==> src/rtl/enc_pkg.sv <==
// rtl/enc_pkg.sv - mode constants and wrapped pointer increment for rr_prio_encoder
package enc_pkg;

  localparam logic MODE_FIXED = 1'b0;
  localparam logic MODE_RR    = 1'b1;

  // Next round-robin start index; wraps explicitly so non-power-of-two N works.
  function automatic int ptr_next(input int idx, input int n);
    return (idx == n - 1) ? 0 : idx + 1;
  endfunction

endpackage

==> src/rtl/rr_prio_encoder_prio_pick.sv <==
// rtl/rr_prio_encoder_prio_pick.sv - combinational winner selection, fixed or round-robin
module prio_pick
  import enc_pkg::*;
#(
  parameter  int N = 8,
  localparam int W = $clog2(N)
) (
  input  logic [N-1:0] req,
  input  logic [W-1:0] ptr,
  input  logic         mode,
  output logic [W-1:0] winner,
  output logic         any,
  output logic         multi
);

  logic [2*N-1:0] dbl;
  logic [2*N-1:0] masked;
  logic [W-1:0]   fix_w;
  logic [W-1:0]   rr_w;

  assign dbl   = {req, req};
  assign any   = |req;
  assign multi = (req & (req - 1'b1)) != '0;

  always_comb begin
    fix_w = '0;
    for (int i = 0; i < N; i++) begin
      if (req[i]) fix_w = W'(i);
    end
  end

  // Bits below ptr are masked off; the upper copy supplies the wrapped tail.
  always_comb begin
    masked = '0;
    rr_w   = '0;
    for (int i = 0; i < 2 * N; i++) begin
      masked[i] = dbl[i] && (i >= int'(ptr));
    end
    for (int i = 2 * N - 1; i >= 0; i--) begin
      if (masked[i]) rr_w = (i >= N) ? W'(i - N) : W'(i);
    end
  end

  assign winner = (mode == MODE_RR) ? rr_w : fix_w;

endmodule

==> src/rtl/rr_prio_encoder.sv <==
// rtl/rr_prio_encoder.sv - registered N-to-log2(N) priority encoder with valid/ready output
module rr_prio_encoder
  import enc_pkg::*;
#(
  parameter  int N = 8,
  localparam int W = $clog2(N)
) (
  input  logic         clk,
  input  logic         rst,
  input  logic [N-1:0] req,
  input  logic         mode,
  input  logic         out_ready,
  output logic [W-1:0] y,
  output logic         out_valid,
  output logic         multi
);

  logic [W-1:0] ptr;
  logic [W-1:0] winner;
  logic         any;
  logic         multi_c;
  logic         load;

  prio_pick #(.N(N)) u_pick (
    .req    (req),
    .ptr    (ptr),
    .mode   (mode),
    .winner (winner),
    .any    (any),
    .multi  (multi_c)
  );

  assign load = !out_valid || out_ready;

  always_ff @(posedge clk or posedge rst) begin
    if (rst) begin
      y         <= '0;
      out_valid <= 1'b0;
      multi     <= 1'b0;
      ptr       <= '0;
    end else if (load) begin
      if (any) begin
        out_valid <= 1'b1;
        y         <= winner;
        multi     <= multi_c;
        if (mode == MODE_RR) ptr <= W'(ptr_next(int'(winner), N));
      end else begin
        out_valid <= 1'b0;
        y         <= '0;
        multi     <= 1'b0;
      end
    end
  end

endmodule

==> config.mk <==
export PLATFORM = sky130hd
export DESIGN_NAME = rr_prio_encoder
export DESIGN_NICKNAME = d
export VERILOG_FILES = /design/src/rtl/enc_pkg.sv /design/src/rtl/rr_prio_encoder_prio_pick.sv /design/src/rtl/rr_prio_encoder.sv
export SDC_FILE = /design/constraint.sdc
export NUM_CORES = 1
export LEC_CHECK = 0
export ABC_CLOCK_PERIOD_IN_PS = 2680
export BUFFER_PORTS_ARGS = -buffer_cell sky130_fd_sc_hd__buf_4
export CORE_ASPECT_RATIO = 0.75
export CORE_MARGIN = 2
export CORE_UTILIZATION = 35
export DETAILED_ROUTE_END_ITERATION = 8
export PLACE_DENSITY = 0.55
export SKIP_CTS_REPAIR_TIMING = 1
export SYNTH_ARGS = -nofsm -noshare
export SYNTH_HDL_FRONTEND = slang
export SYNTH_HIERARCHICAL = 1
export SYNTH_SLANG_ARGS = --single-unit
==> constraint.sdc <==
create_clock -name clk -period 2.68 [get_ports clk]
set_input_delay 0.268 -clock clk [delete_from_list [all_inputs] [get_ports clk]]
set_output_delay 0.268 -clock clk [all_outputs]
set_load 0.005 [all_outputs]
==> impl_metrics.csv, run 1 <==
group,metric,value,unit
drt,routed_wl,2000,um
yosys,synth_largest_area_cell,"dfrtp_1",
grt,grt_start_max_net_pins,13,
place,place_hpwl,1550,um
yosys,postSynthAreaPerCell,8.93,um^2
grt,antenna_found_initial,0,
sta,timing.hold.ws,0.406,ns
setup_path,crit_end,"ptr[2]$_DFFE_PP0P_",
final_layout,multi_input_area,552,um^2
yosys,syn_inst,90,
setup_path,start_kind,"flip-flop",
power_and_ir_drop,p_sw_share,38.8,%
place,gp_congestion,0.800,
drt,drt_first_pass_iters,4,
final_layout,nFillCells,201,
place,placed_cells,125,
yosys,yosys_warnings,6,
setup_path,startpoint,"ptr[2]$_DFFE_PP0P_",
worst_hold_path,hp-class,"input port to flip-flop",
sta,tightest_slew,0.436,ns
sta,rsz0062_at_grt,"no",
grt,grt_overflow,0,
clocking,cts-buffers-inserted,3,
power_and_ir_drop,comb_power_share,47.3,%
place,io_buffers,16,
setup_path,cp.required,2.82,ns
drt,wire_per_inst,15.5,um
drt,drt_iter0_drc,43,
yosys,synth.distinct_cells,41,
sta,setup_tns,0,ns
floorplan,coreArea,2080,um^2
drt,antenna_left,0,
clocking,htreeDepth,1,
setup_path,r2r_start,"ptr[2]$_DFFE_PP0P_",
floorplan,die_w,59.3,um
setup_path,timing.rr.end,"ptr[2]$_DFFE_PP0P_",
yosys,synth_area,803,um^2
drt,vias,743,
drt,route.detailed.drc,0,
grt,grt_pass1_wl,3210,um
clocking,clock_latency,0.26,ns
yosys,synthFlopType,"dfrtp_1",
yosys,ys_seq_area_share,24.9,%
final_layout,seq_area,200,um^2
sta,fmax,0.424,GHz
sta,finalHoldViolations,0,
setup_path,worst-setup-path-type,"flip-flop to flip-flop",
yosys,synth-seq-cells,8,
yosys,synth_nets,104,
floorplan,dieArea,2700,um^2
power_and_ir_drop,p_seq_share,36.3,%
power_and_ir_drop,power_switching,0.225,mW
clocking,cts-root-buf,"clkbuf_4",
grt,first_global_vias,724,
power_and_ir_drop,vdd_drop_max,0.000241,V
sta,fin_crit,2.36,ns
setup_path,cp-end-kind,"flip-flop",
clocking,cts.path.max_buffers,2,
clocking,cts.sinks,8,
sta,relSlewSlack,70.7,%
final_layout,fin_util,45.7,%
power_and_ir_drop,pwr-share-clk,16.4,%
floorplan,die_y,45.5,um
outcome,status,"finished, final reports clean",
power_and_ir_drop,p_int,0.355,mW
sta,setup_viol,0,
grt,grt_usage,16.0,%
floorplan,rows,14,
yosys,synth-edff-count,0,
final_layout,stdcell_count,129,
clocking,cts_tree,"yes",
final_layout,area_delta_synth_final,18.7,%
drt,routed_via_density,5.76,
final_layout,nNetsFinal,121,
setup_path,reg2reg_slack,0.32,ns
yosys,synth_top_area_share,24.9,%
final_layout,drive_gt1_share,31.4,%
sta,period_share,88.0,%
floorplan,io_pins,17,
clocking,path_clk_slew,0.06,ns
yosys,async_reset_ff_share,100,%
power_and_ir_drop,power.density,609,nW/um^2
setup_path,arrival,2.50,ns
setup_path,cp_max_fo,10,
sta,clock_skew,0.00494,ns
yosys,ys_top_cells_by_area,"dfrtp_1 25%, mux2_4 5.6%, nand2_1 5.1%",
floorplan,start_util,38.5,%
final_layout,antenna_cells,0,
run,drv_cap,0,
setup_path,worstRegToRegCells,7,
power_and_ir_drop,p_leak,0.401,nW
power_and_ir_drop,fin_total_pwr,0.581,mW
sta,slew_viol_final,0,
[sequential cells by signal, indices dropped and copies added (netlist names)]
| signal | cells |
|---|---|
| multi | 1 |
| y | 3 |
| ptr | 3 |
| out_valid | 1 |
[area by class of cell]
| cell class | instances | share of cell area, % |
|---|---|---|
| Inverter | 5 | 1.97 |
| Multi-Input combinational cell | 72 | 57.9 |
| Tap cell | 24 | 3.15 |
| Timing Repair Buffer | 17 | 13.6 |
| Clock buffer | 3 | 2.36 |
| Sequential cell | 8 | 21.0 |
[power by group through the flow]
stage	registers (mW)	clock network [mW]	logic, mW
final	0.210	0.0953	0.275
after global routing	0.218	0.108	0.296
after CTS	0.208	0.0987	0.271
after detailed placement	0.211	0	0.270
after global placement	0.210	0	0.266
after floorplan	0.187	0	0.210
[worst min path at each step]
stage               startpoint  cells past startpoint            endpoint  slack, ns
floorplan                  rst                      1   multi$_DFFE_PP0P_       0.08
global placement           rst                      2  ptr[0]$_DFFE_PP0P_       0.24
detailed placement         rst                      2    y[0]$_DFFE_PP0P_       0.25
CTS                        rst                      2    y[0]$_DFFE_PP0P_      -0.02
global route         out_ready                      4    y[2]$_DFFE_PP0P_       0.41
finish               out_ready                      4    y[1]$_DFFE_PP0P_       0.41
[cells in the mapped netlist (2+ instances only)]
cell,instances
nand2b_4,2
nor2_1,6
a211oi_1,3
ha_1,2
a21oi_1,2
mux2_4,3
nor3b_1,2
nor3_1,4
nand2b_1,4
nand2_1,11
dfrtp_1,8
or3b_1,2
inv_1,4
nand3_1,5
or2b_1,2
o21ai_0,4
o32ai_1,2
[kinds of logic (layout without fill, tap and decap cells)]
kind of cell,after synthesis,in the layout,share of synthesized area [%]
and+or+nand+nor,44,44,33.5
AOI/OAI and AO/OA,22,22,25.2
buffers and inverters,10,25,6.38
DFF,8,8,24.9
adders and majority gates,3,3,4.36
muxes,3,3,5.61
[through the flow]
| step | cell area (um^2) | worst slack, ns |
|---|---|---|
| final | 953 | 0.321 |
| after detailed placement | 921 | 0.360 |
| after floorplan | 803 | 0.515 |
| after CTS | 943 | 0.345 |
| after global placement | 921 | 0.395 |
| after global routing | 953 | 0.251 |
[worst max-delay path, stage by stage, from the launching register on]
cell and delay, ns:
dfrtp_1 0.50, or3b_1 0.20, or3b_1 0.36, a211oi_1 0.24
a41oi_1 0.13, ha_1 0.28, ha_1 0.28, mux2_4 0.26
[layer usage]
| layer | routed length, um | vias to the layer above | track usage [%] |
|---|---|---|---|
| met4 | 0 | 0 | 2.73 |
| met3 | 95 | 0 | 4.83 |
| met5 | 0 | - | 0 |
| met2 | 932 | 23 | 26.6 |
| met1 | 973 | 356 | 20.8 |
| li1 | - | 364 | - |
[cells in the final DEF, fill, tap and decap left out, drive strengths merged, types with 2 or more instances in the layout]
master and n:
buf 16, nand2 11, dfrtp 8, nor2 6, nand2b 6, nand3 5, inv 5, o21ai 4
nor3 4, mux2 3, clkbuf 3, a211oi 3, o32ai 3, or2b 2, ha 2, or3b 2
nor3b 2, a21oi 2, and3 2, a2111oi 2, nor4 2
Power figures use the tool's default switching activity.
==> inputs of run 2 (changes only) <==
--- a/config.mk
+++ b/config.mk
@@ -11,6 +11,8 @@
 export CORE_MARGIN = 2
 export CORE_UTILIZATION = 35
 export DETAILED_ROUTE_END_ITERATION = 8
+export GPL_TIMING_DRIVEN = 0
+export HOLD_SLACK_MARGIN = 0.12
 export PLACE_DENSITY = 0.55
 export SKIP_CTS_REPAIR_TIMING = 1
 export SYNTH_ARGS = -nofsm -noshare
==> run 2 against run 1 <==
Effect of this change:
- non-clock buffer count rose by 2
- clock-buffer cell count did not move
- via count fell by 2.3%
- power fell by 0.89%
- first-iteration DRC count fell by 47%
- routed wire length fell by 9.4%
- critical path depth rose by 1
- critical endpoint unchanged
- largest cell class unchanged
==> impl_metrics.csv, run 2 (synthesis gave the netlist of run 1 again) <==
group,metric,value,unit
drt,route.detailed.drc,0,
power_and_ir_drop,power.density,597,nW/um^2
final_layout,final_common_cell,"buf_4",
setup_path,r2r_start,"ptr[2]$_DFFE_PP0P_",
floorplan,rows,14,
place,placed_area,931,um^2
clocking,cts_tree,"yes",
sta,relSlewSlack,69.3,%
drt,routed_via_density,5.54,
grt,grt_usage,15.7,%
setup_path,startpoint,"ptr[2]$_DFFE_PP0P_",
drt,vias,726,
setup_path,cp_max_fo,9,
sta,fmax,0.423,GHz
final_layout,final_cell_mix,"14 x buf_4, 11 x nand2_1, 8 x dfrtp_1, 6 x nor2_1, 5 x nand3_1",
outcome,status,"finished, final reports clean",
drt,drt_iter0_drc,23,
drt,antenna_left,0,
setup_path,worst-setup-path-type,"flip-flop to flip-flop",
power_and_ir_drop,p_seq_share,33.9,%
clocking,clock_latency,0.25,ns
setup_path,arrival,2.49,ns
clocking,cts-root-buf,"clkbuf_4",
clocking,htreeDepth,1,
power_and_ir_drop,comb_power_share,50.4,%
drt,wire_per_inst,13.8,um
floorplan,start_util,38.5,%
setup_path,cp.required,2.81,ns
sta,finalHoldViolations,0,
run,drv_cap,0,
place,io_buffers,13,
sta,setup_tns,0,ns
worst_hold_path,holdCritStartpoint,"out_ready",
floorplan,io_pins,17,
sta,period_share,88.3,%
power_and_ir_drop,p_sw_share,37.3,%
clocking,path_clk_slew,0.06,ns
sta,clock_skew,0.00870,ns
final_layout,area_delta_synth_final,19.9,%
final_layout,layout_top_registers,"ptr x3, y x3",
floorplan,die_w,59.3,um
worst_hold_path,hp-class,"input port to flip-flop",
sta,slew_viol_final,0,
grt,first_global_vias,682,
power_and_ir_drop,power_switching,0.215,mW
grt,antenna_found_initial,0,
power_and_ir_drop,pwr-share-clk,15.6,%
floorplan,dieArea,2700,um^2
power_and_ir_drop,p_int,0.361,mW
floorplan,die_y,45.5,um
grt,grt_overflow,0,
grt,grt_pass1_wl,3180,um
grt,grt_start_max_net_pins,11,
place,place_hpwl,1410,um
final_layout,antenna_cells,0,
final_layout,drive_gt1_share,31.8,%
sta,fin_crit,2.37,ns
final_layout,nNetsFinal,123,
setup_path,cp-end-kind,"flip-flop",
sta,setup_viol,0,
clocking,cts.path.max_buffers,2,
drt,drt_first_pass_iters,4,
place,gp_congestion,0.767,
final_layout,fin_area,963,um^2
clocking,cts.sinks,8,
setup_path,start_kind,"flip-flop",
sta,rsz0062_at_grt,"no",
drt,routed_wl,1810,um
sta,tightest_slew,0.457,ns
clocking,cts-buffers-inserted,3,
floorplan,coreArea,2080,um^2
power_and_ir_drop,vdd_drop_max,0.000267,V
power_and_ir_drop,p_leak,0.407,nW
run 2: final cells by class:
class,instances,area (um^2)
Buffer,5,32.5
Timing Repair Buffer,14,108
Multi-Input combinational cell,72,552
Inverter,5,18.8
Clock buffer,3,22.5
Fill cell,211,1120
Tap cell,24,30.0
Sequential cell,8,200
run 2: stage by stage:
step	util [%]	instances	power (mW)	hold WS, ns	setup slack [ns]
final	46.2	131	0.575	0.404	0.314
after global routing	46.2	131	0.626	0.424	0.222
after CTS	45.7	130	0.580	-0.0337	0.323
after detailed placement	44.7	127	0.486	0.240	0.338
after global placement	44.7	127	0.484	0.233	0.297
after floorplan	-	90	0.397	0.0837	0.515
run 2: final timing paths:
path	slack, ns	to	cells after the start
max	0.31	ptr[2]$_DFFE_PP0P_	8
min reg2reg	0.47	y[2]$_DFFE_PP0P_	2
min in group asynchronous	0.51	y[2]$_DFFE_PP0P_	3
max in group asynchronous	1.93	y[0]$_DFFE_PP0P_	3
min	0.40	y[2]$_DFFE_PP0P_	4
max reg2reg	0.31	ptr[2]$_DFFE_PP0P_	8
run 2: per-layer routing:
metal	track usage (%)	share of wire (%)	vias up
li1	-	-	369
met1	22.9	55	338
met2	22.6	41	19
met3	5.97	4.4	0
met4	1.36	0	0
met5	0	0	-
run 2: power groups by stage:
stage                     logic (mW)  registers, mW  clock network [mW]
final                          0.290          0.195              0.0899
after global routing           0.325          0.199               0.103
after CTS                      0.290          0.196              0.0943
after detailed placement       0.288          0.199                   0
after global placement         0.287          0.197                   0
after floorplan                0.210          0.187                   0
run 2: critical path, cell delays in order, from the launching register on:
cell      delay, ns
dfrtp_1        0.38
clkbuf_2       0.17
nand2b_4       0.15
or3b_1         0.38
a211oi_1       0.26
a41oi_1        0.12
ha_1           0.26
ha_1           0.28
mux2_4         0.25
==> inputs of run 3 (changes only) <==
--- a/config.mk
+++ b/config.mk
@@ -7,13 +7,12 @@
 export LEC_CHECK = 0
 export ABC_CLOCK_PERIOD_IN_PS = 2680
 export BUFFER_PORTS_ARGS = -buffer_cell sky130_fd_sc_hd__buf_4
-export CORE_ASPECT_RATIO = 0.75
 export CORE_MARGIN = 2
-export CORE_UTILIZATION = 35
+export CORE_UTILIZATION = 53
 export DETAILED_ROUTE_END_ITERATION = 8
 export GPL_TIMING_DRIVEN = 0
 export HOLD_SLACK_MARGIN = 0.12
-export PLACE_DENSITY = 0.55
+export PLACE_DENSITY = 0.78
 export SKIP_CTS_REPAIR_TIMING = 1
 export SYNTH_ARGS = -nofsm -noshare
 export SYNTH_HDL_FRONTEND = slang
==> run 3 against run 2 <==
Effect of this change:
- fmax hardly changed
- final cell count is 6.1% lower
- register-to-register slack about the same
- sequential power hardly changed
- critical path depth unchanged
- worst hold slack better by 0.012 ns
- clock power shrank 4.6%
- core utilization up 19 points
==> impl_metrics.csv, run 3 (synthesis gave the netlist of run 1 again) <==
group,metric,value,unit
sta,rsz0062_at_grt,"no",
setup_path,cp.required,2.81,ns
place,place_hpwl,1290,um
sta,relSlewSlack,69.2,%
final_layout,final_common_cell,"buf_4",
floorplan,die_w,42.9,um
setup_path,arrival,2.49,ns
run,drv_cap,0,
clocking,path_clk_slew,0.05,ns
setup_path,critical_path_cell_count,8,
floorplan,start_util,55.2,%
floorplan,rows,14,
sta,tightest_slew,0.458,ns
worst_hold_path,hp-class,"input port to flip-flop",
setup_path,crit_end,"ptr[2]$_DFFE_PP0P_",
grt,antenna_found_initial,0,
outcome,status,"finished, final reports clean",
drt,antenna_left,0,
clocking,clock_latency,0.24,ns
drt,routed_via_density,5.77,
clocking,cts.sinks,8,
sta,timing.hold.ws,0.417,ns
setup_path,slowest_stage,"dfrtp_1",
setup_path,start_kind,"flip-flop",
final_layout,drive_gt1_share,31.8,%
place,gp_congestion,0.773,
grt,grt_overflow,0,
grt,grt_start_max_net_pins,11,
drt,route.detailed.drc,0,
floorplan,io_pins,17,
setup_path,timing.rr.end,"ptr[2]$_DFFE_PP0P_",
setup_path,worst-setup-path-type,"flip-flop to flip-flop",
clocking,cts-root-buf,"clkbuf_4",
sta,clock_skew,0.00132,ns
setup_path,cp_slowest_stage_delay,0.38,ns
setup_path,cp_max_fo,9,
setup_path,worstRegToRegCells,8,
clocking,cts.path.max_buffers,2,
floorplan,die_y,42.9,um
final_layout,final_cell_mix,"14 x buf_4, 11 x nand2_1, 8 x dfrtp_1, 6 x nor2_1, 5 x nand3_1",
setup_path,cp_top_family,"compound AO/OA/AOI/OAI gates",
clocking,htreeDepth,1,
sta,slew_viol_final,0,
power_and_ir_drop,power.density,592,nW/um^2
setup_path,path_cells,"clkbuf_2 > nand2b_4 > o21ai_0 > nor3b_1 > o32ai_1 > ha_1 > ha_1 > mux2_4",
power_and_ir_drop,vdd_drop_max,0.000441,V
drt,routed_wl,1620,um
sta,finalHoldViolations,0,
final_layout,fin_area,953,um^2
final_layout,nNetsFinal,123,
sta,period_share,88.2,%
setup_path,startpoint,"ptr[2]$_DFFE_PP0P_",
grt,grt_pass1_wl,2970,um
drt,wire_per_inst,13.2,um
sta,setup_tns,0,ns
setup_path,crit_top_cell,"ha_1",
setup_path,reg2reg_slack,0.31,ns
final_layout,area_delta_synth_final,18.7,%
grt,grt_usage,20.8,%
drt,drt_iter0_drc,15,
drt,vias,710,
power_and_ir_drop,p_leak,0.407,nW
place,io_buffers,13,
clocking,cts-buffers-inserted,3,
setup_path,cp.buffers_inverters,1,
sta,setup_viol,0,
grt,first_global_vias,673,
sta,fmax,0.423,GHz
sta,fin_crit,2.37,ns
place,placed_area,921,um^2
setup_path,r2r_start,"ptr[2]$_DFFE_PP0P_",
floorplan,coreArea,1450,um^2
clocking,cts_tree,"yes",
drt,drt_first_pass_iters,4,
final_layout,layout_top_registers,"ptr x3, y x3",
setup_path,cp-end-kind,"flip-flop",
final_layout,antenna_cells,0,
floorplan,dieArea,1840,um^2
==> run 3: cell counts in the layout (fill, tap and decap cells not counted) <==
Identical to the previous run, type by type.
==> run 3: area by class of cell <==
| class | instances | area [um^2] |
|---|---|---|
| plain buffers | 5 | 32.5 |
| fillers | 129 | 500 |
| multi-input cells | 72 | 552 |
| well taps | 16 | 20.0 |
| clock buffers | 3 | 22.5 |
| inverters | 5 | 18.8 |
| repair buffers | 14 | 108 |
| flip-flops and latches | 8 | 200 |
==> run 3: power breakdown <==
group	total [mW]	leakage, nW	internal [mW]	switching (mW)
registers	0.194	0.0910	0.157	0.0368
clock network	0.0858	0.0138	0.0508	0.0350
logic	0.285	0.302	0.151	0.134
total	0.564	0.407	0.359	0.205
==> run 3: tightest hold or removal path: stages <==
cell and delay [ns]:
buf_4 0.08, nand2b_4 0.14, nand3_1 0.08, nand2_1 0.06
==> run 3: worst min-delay path by stage <==
stage	startpoint	endpoint	slack (ns)	cells after the start
after CTS	rst	y[2]$_DFFE_PP0P_	-0.04	2
after floorplan	rst	multi$_DFFE_PP0P_	0.08	1
final	out_ready	y[0]$_DFFE_PP0P_	0.42	4
after global routing	mode	y[2]$_DFFE_PP0P_	0.42	4
after global placement	rst	ptr[1]$_DFFE_PP0P_	0.23	2
after detailed placement	rst	ptr[0]$_DFFE_PP0P_	0.23	2
==> run 3: stage by stage <==
stage / setup WS (ns) / std cells / utilization (%) / total power, mW
6_report: 0.315 / 123 / 65.6 / 0.564
5_1_grt: 0.133 / 123 / 65.6 / 0.615
4_1_cts: 0.322 / 122 / 64.9 / 0.568
3_5_place_dp: 0.329 / 119 / 63.3 / 0.479
3_3_place_gp: 0.346 / 119 / 63.3 / 0.473
2_1_floorplan: 0.515 / 90 / - / 0.397
==> run 3: per-layer routing <==
layer  track usage (%)  routed length [um]  share of wire [%]  vias up
li1                  -                   -                  -      370
met1              28.8                 789                 49      326
met2              32.4                 752                 46       12
met3              6.38                  66                4.1        2
met4              3.64                  12               0.74        0
met5                 0                   0                  0        -
